### config.mk
export PLATFORM = sky130hd
export DESIGN_NAME = aes_sbox_sched
export DESIGN_NICKNAME = d
export VERILOG_FILES = /design/src/rtl/aes_sbox_sched.sv
export SDC_FILE = /design/constraint.sdc
export NUM_CORES = 1
export LEC_CHECK = 0
export ABC_AREA = 1
export BUFFER_PORTS_ARGS = -buffer_cell sky130_fd_sc_hd__buf_2
export CAP_MARGIN = 10
export CORE_MARGIN = 2
export CORE_UTILIZATION = 51
export CTS_CLUSTER_SIZE = 24
export DETAILED_ROUTE_END_ITERATION = 6
export GPL_ROUTABILITY_DRIVEN = 0
export HOLD_SLACK_MARGIN = 0.06
export PLACE_DENSITY = 0.79
export SYNTH_ARGS = -nofsm -noshare
export SYNTH_HDL_FRONTEND = slang
export SYNTH_HIERARCHICAL = 1
export SYNTH_SLANG_ARGS = --single-unit
### constraint.sdc
create_clock -name clk -period 3.3 [get_ports clk]
set_clock_uncertainty 0.15 [all_clocks]
set_input_delay 0.165 -clock clk [delete_from_list [all_inputs] [get_ports clk]]
set_output_delay 0.165 -clock clk [all_outputs]
set_load 0.01 [all_outputs]
### src/rtl/aes_sbox_sched.sv
// ============================================================================
// Module      : aes_sbox_sched
// Description : Time-multiplexed AES S-box server. Up to NREQ requesters
//               submit 32-bit words; a single 8-bit S-box substitutes the
//               four bytes one per cycle and the result is returned on a
//               valid/ready port tagged with the requester index.
//               Optional feature macro: AES_SBOX_SCHED_PRIO_EN gives
//               requester 0 strict priority over the round-robin pool.
// Revision    : 1.0 - initial release
// ============================================================================
`default_nettype none

// Combinational forward AES S-box, one byte in, one byte out.
module aes_sbox (
    input  logic [7:0] i_byte,
    output logic [7:0] o_byte
);

    // Entry x lives at bits [2047-8x -: 8], so row 0 of the classic table
    // sits in the most significant 128 bits.
    localparam logic [2047:0] c_SBOX = {
        128'h637c777bf26b6fc53001672bfed7ab76,
        128'hca82c97dfa5947f0add4a2af9ca472c0,
        128'hb7fd9326363ff7cc34a5e5f171d83115,
        128'h04c723c31896059a071280e2eb27b275,
        128'h09832c1a1b6e5aa0523bd6b329e32f84,
        128'h53d100ed20fcb15b6acbbe394a4c58cf,
        128'hd0efaafb434d338545f9027f503c9fa8,
        128'h51a3408f929d38f5bcb6da2110fff3d2,
        128'hcd0c13ec5f974417c4a77e3d645d1973,
        128'h60814fdc222a908846eeb814de5e0bdb,
        128'he0323a0a4906245cc2d3ac629195e479,
        128'he7c8376d8dd54ea96c56f4ea657aae08,
        128'hba78252e1ca6b4c6e8dd741f4bbd8b8a,
        128'h703eb5664803f60e613557b986c11d9e,
        128'he1f8981169d98e949b1e87e9ce5528df,
        128'h8ca1890dbfe6426841992d0fb054bb16
    };

    // Low bit of entry x is 8*(255-x) = 8*~x.
    assign o_byte = c_SBOX[{~i_byte, 3'b000} +: 8];

endmodule

module aes_sbox_sched #(
    parameter int NREQ = 4,
    parameter int IDW  = 2
) (
    input  logic                 clk,
    input  logic                 rst,
    input  logic [NREQ-1:0]      req_valid,
    input  logic [32*NREQ-1:0]   req_word,
    output logic [NREQ-1:0]      req_ready,
    output logic                 resp_valid,
    input  logic                 resp_ready,
    output logic [31:0]          resp_word,
    output logic [IDW-1:0]       resp_id,
    output logic                 busy
);

    localparam logic [1:0]     c_IDLE = 2'd0;
    localparam logic [1:0]     c_SUB  = 2'd1;
    localparam logic [1:0]     c_RESP = 2'd2;

    localparam logic [IDW-1:0] c_LAST = IDW'(NREQ - 1);
    localparam logic [IDW-1:0] c_ONE  = IDW'(1);
    localparam logic [IDW:0]   c_NREQ = (IDW + 1)'(NREQ);

    logic [1:0]      r_state;
    logic [1:0]      w_state_nxt;
    logic [1:0]      r_cnt;
    logic [IDW-1:0]  r_ptr;
    logic [IDW-1:0]  r_id;
    logic [31:0]     r_operand;
    logic [31:0]     r_result;

    logic [NREQ-1:0] w_cand;
    logic [IDW-1:0]  w_start;
    logic [NREQ-1:0] w_rot;
    logic [IDW-1:0]  w_off;
    logic [IDW:0]    w_sum;
    logic [IDW-1:0]  w_rr_grant;
    logic            w_rr_found;
    logic [IDW-1:0]  w_grant;
    logic            w_found;
    logic            w_upd_ptr;
    logic            w_accept;
    logic [7:0]      w_sbox_out;

    // Requester 0 is taken out of the round-robin pool when it has priority.
`ifdef AES_SBOX_SCHED_PRIO_EN
    assign w_cand = {req_valid[NREQ-1:1], 1'b0};
`else
    assign w_cand = req_valid;
`endif

    // Round-robin search: rotate the candidates so the slot after ptr is bit 0,
    // take the lowest set bit, then map the offset back to a requester index.
    always_comb begin
        w_start    = (r_ptr == c_LAST) ? '0 : r_ptr + c_ONE;
        w_rot      = (w_cand >> w_start) | (w_cand << (c_NREQ - {1'b0, w_start}));
        w_rr_found = |w_rot;
        w_off      = '0;
        for (int i = NREQ - 1; i >= 0; i--) begin
            if (w_rot[i]) begin
                w_off = i[IDW-1:0];
            end
        end
        w_sum      = {1'b0, w_start} + {1'b0, w_off};
        w_rr_grant = (w_sum >= c_NREQ) ? IDW'(w_sum - c_NREQ) : IDW'(w_sum);
    end

    // Final grant selection; a priority grant to requester 0 leaves ptr alone.
    always_comb begin
`ifdef AES_SBOX_SCHED_PRIO_EN
        if (req_valid[0]) begin
            w_grant   = '0;
            w_found   = 1'b1;
            w_upd_ptr = 1'b0;
        end else begin
            w_grant   = w_rr_grant;
            w_found   = w_rr_found;
            w_upd_ptr = 1'b1;
        end
`else
        w_grant   = w_rr_grant;
        w_found   = w_rr_found;
        w_upd_ptr = 1'b1;
`endif
    end

    assign w_accept = (r_state == c_IDLE) && w_found;

    // The one shared S-box always looks at the operand byte selected by cnt.
    aes_sbox u_sbox (
        .i_byte (r_operand[{r_cnt, 3'b000} +: 8]),
        .o_byte (w_sbox_out)
    );

    // State register.
    always_ff @(posedge clk) begin
        if (!rst) begin
            r_state <= c_IDLE;
        end else begin
            r_state <= w_state_nxt;
        end
    end

    // Next-state logic: IDLE -> SUB on accept, four SUB cycles, RESP until taken.
    always_comb begin
        w_state_nxt = r_state;
        case (r_state)
            c_IDLE: if (w_accept)       w_state_nxt = c_SUB;
            c_SUB:  if (r_cnt == 2'd3)  w_state_nxt = c_RESP;
            c_RESP: if (resp_ready)     w_state_nxt = c_IDLE;
            default:                    w_state_nxt = c_IDLE;
        endcase
    end

    // Outputs: ready is combinational in the accept cycle, response from registers.
    always_comb begin
        req_ready  = w_accept ? ({{(NREQ-1){1'b0}}, 1'b1} << w_grant) : '0;
        resp_valid = (r_state == c_RESP);
        resp_word  = r_result;
        resp_id    = r_id;
        busy       = (r_state != c_IDLE);
    end

    // Datapath: capture on accept, one substituted byte per SUB cycle.
    always_ff @(posedge clk) begin
        if (!rst) begin
            r_cnt     <= 2'd0;
            r_ptr     <= c_LAST;
            r_id      <= '0;
            r_operand <= 32'h0;
            r_result  <= 32'h0;
        end else begin
            case (r_state)
                c_IDLE: begin
                    if (w_accept) begin
                        r_operand <= req_word[{w_grant, 5'b00000} +: 32];
                        r_id      <= w_grant;
                        r_cnt     <= 2'd0;
                        if (w_upd_ptr) begin
                            r_ptr <= w_grant;
                        end
                    end
                end
                c_SUB: begin
                    r_result[{r_cnt, 3'b000} +: 8] <= w_sbox_out;
                    r_cnt                          <= r_cnt + 2'd1;
                end
                default: begin
                end
            endcase
        end
    end

endmodule

`default_nettype wire

==> flow_summary.json <==
{
  "violations": "design-rule violations",
  "multiInputGateArea_um2": 5530,
  "ys_seq_elements": 72,
  "arrival_ns": 3.33,
  "drtAntennaViolNets": 0,
  "yosys.area.top_type": "nand2_1",
  "synthTopCellsByArea": "nand2_1 27%, nand3_1 22%, dfxtp_1 19%",
  "endpoint_kind": "flip-flop",
  "cts_tree": "built",
  "synth_most_common_cell": "nand2_1",
  "postPlaceCellArea_um2": 8810,
  "fin_area_um2": 9610,
  "crit_required_ns": 3.42,
  "grt.overflow.total": 0,
  "die_y_um": 126,
  "layout.nets": 1745,
  "r2r-end": "resp_word[17]",
  "crit_top_cell": "nand3_1",
  "synth_async_sr_flop_share_pct": 0,
  "rows": 44,
  "synthCells": 1422,
  "pin_count": 175,
  "hold_path_depth": 7,
  "min_from": "req_word[70]",
  "first_global_vias": 9732,
  "whs_ns": 0.0595,
  "wl_per_cell_um": 17.0,
  "wl_um": 30300,
  "syn-cell-area_um2": 7620,
  "fin_cells": 1778,
  "syn_avg_cell_area_um2": 5.36,
  "netlist.area_leader.share_pct": 26.6,
  "grt.total_usage_pct": 36.6,
  "criticalPathCategory": "flip-flop to flip-flop",
  "syn_nets": 1579,
  "antenna_found_initial": 2,
  "drtIter0Drc": 2180,
  "io_buffer_count": 174,
  "viasPerCell": 5.99,
  "dieArea_um2": 15900,
  "fillers": 1384,
  "rsz0062_at_grt": "yes",
  "cts.sinks": 72,
  "max_stage_delay_ns": 0.39,
  "setup_viol": 0,
  "cts_buffer_depth": 2,
  "start_util_pct": 52.2,
  "drc_errors": 197,
  "grt_pass1_wl_um": 48000,
  "r2r_start": "r_cnt[1]",
  "worstSetupStartpointType": "flip-flop",
  "cts_buffers": 9,
  "maxCapViolCount": 0,
  "ys_types": 30,
  "worst_hold_path.endpoint": "r_operand[6]",
  "synth_ff_type": "dfxtp_1",
  "cts.clk_slew.worst_paths_ns": 0.06,
  "synth_edf_count": 0,
  "path_max_fanout": 7,
  "regToRegSetupSlack_ns": 0.08,
  "post-place-cells": 1741,
  "grt_start_max_net_pins": 73,
  "vias": 10600,
  "core-area_um2": 14600,
  "clockRootBuffer": "clkbuf_16",
  "yosysSeqAreaShare_pct": 18.9,
  "cts-htree-levels": 3,
  "max_slew_margin_pct": 59.6,
  "first_pass_iters": 7,
  "clk-insertion-delay-late_ns": 0.34,
  "crit_slowest_cell": "or3_1",
  "seqCellArea_um2": 1450,
  "dp_hpwl_um": 20800,
  "synthTopCellsByCount": "540 x nand2_1, 335 x nand3_1, 117 x a21oi_1",
  "hold_violations": 0,
  "ys_warn_count": 6,
  "path_cells": "clkinvlp_4 > buf_4 > a21oi_1 > a21oi_2 > inv_2 > buf_4 > ha_1 > inv_2 > a21oi_2 > nand2_2 > nand3_1 > nand3_1 > nand3_1 > nand3_1 > nand2_2 > nand2_1 > or3_1 > a21oi_1",
  "worstHoldPathType": "input port to flip-flop",
  "worst_slew_pin_slew_ns": 0.603,
  "run_status": "complete, but fails checks",
  "fp.dieW_um": 126,
  "period_share_pct": 97.5,
  "finalMaxSlewViolations": 0,
  "reg2regPathDepth": 18,
  "fmax_ghz": 0.311,
  "drive_gt1_share_pct": 23.4,
  "fin_crit_ns": 3.22,
  "area_growth_pct": 26.1
}
[sequential cells by signal, indices dropped and copies added (netlist names)]
signal and flops:
resp_id 2, r_operand 32, r_ptr 2, resp_word 32
r_state 2, r_cnt 2
[layout by cell type (no fill, tap or decap), types with 6 or more instances in the layout]
cell type,instances
inv_1,92
dlygate4sd3_1,7
or3_1,13
buf_4,53
nand3_2,15
dfxtp_1,68
buf_2,174
o21ai_0,18
nand4_1,6
nand2_1,521
inv_2,16
nand3_1,320
a21oi_1,106
clkbuf_16,10
buf_12,10
a21oi_2,14
nand2_2,37
nor2_1,41
ha_1,15
[worst max-delay path by stage]
| stage | start | endpoint | slack [ns] |
|---|---|---|---|
| after floorplan | r_cnt[0] | resp_word[18] | 0.002 |
| after global placement | r_cnt[0] | resp_word[9] | 0.10 |
| after detailed placement | r_cnt[0] | resp_word[12] | 0.04 |
| after CTS | r_ptr[0] | req_ready[1] | 0.02 |
| after global routing | r_cnt[0] | resp_word[22] | -0.11 |
| final | r_cnt[1] | resp_word[17] | 0.08 |
[repair_timing]
item | 4_1_cts | 5_1_grt
cloned | 0 | 2
endpoints found under the hold margin | 7 | 0
buffers inserted | 1 | 10
gates resized for setup | 4 | 82
hold buffers | 7 | 0
endpoints found under the setup margin | 5 | 35
pin swaps | 0 | 4
[final cells by class]
class	count	share of cell area, %
multi-input combinational	1141	57.6
timing repair buffer	250	16.9
sequential	72	15.1
inverter	113	4.55
clock buffer	12	2.67
tap	184	2.40
clock inverter	3	0.677
timing repair inverter	1	0.0781
antenna	2	0.0521
[per-layer routing]
metal	up-vias	track usage, %	wire length [um]
li1	4961	-	-
met1	4491	44.9	10900
met2	911	56.4	12700
met3	280	13.5	4340
met4	0	18.8	2370
met5	-	0	0
[cells by family (layout without fill, tap and decap cells)]
group	after synthesis	count (layout)	synth area share, %
buf+inv	209	379	11.9
xor+xnor	1	1	0.115
compound gates	146	146	9.94
flops	72	72	18.9
fa+ha+maj	22	22	3.61
simple gates	972	972	55.5
other cells	0	2	0
[worst max-delay path, delay by kind of cell (launching register included)]
family / cells / cell delay (ns)
simple gates: 8 / 1.19
fa+ha+maj: 1 / 0.22
compound gates: 4 / 0.56
buf+inv: 5 / 0.65
flops: 1 / 0.38
[metrics by stage]
step,worst slack [ns],utilization (%),setup TNS (ns)
detailed placement,0.0380,60.4,0
CTS,0.0170,63.2,0
global route,-0.111,65.8,-0.610
finish,0.0833,65.8,0
global placement,0.105,60.4,0
floorplan,0.00197,-,0
Power is left out: the tool's default activity adds up to more than one toggle a clock period on the data nets, which glitch-free logic cannot reach.
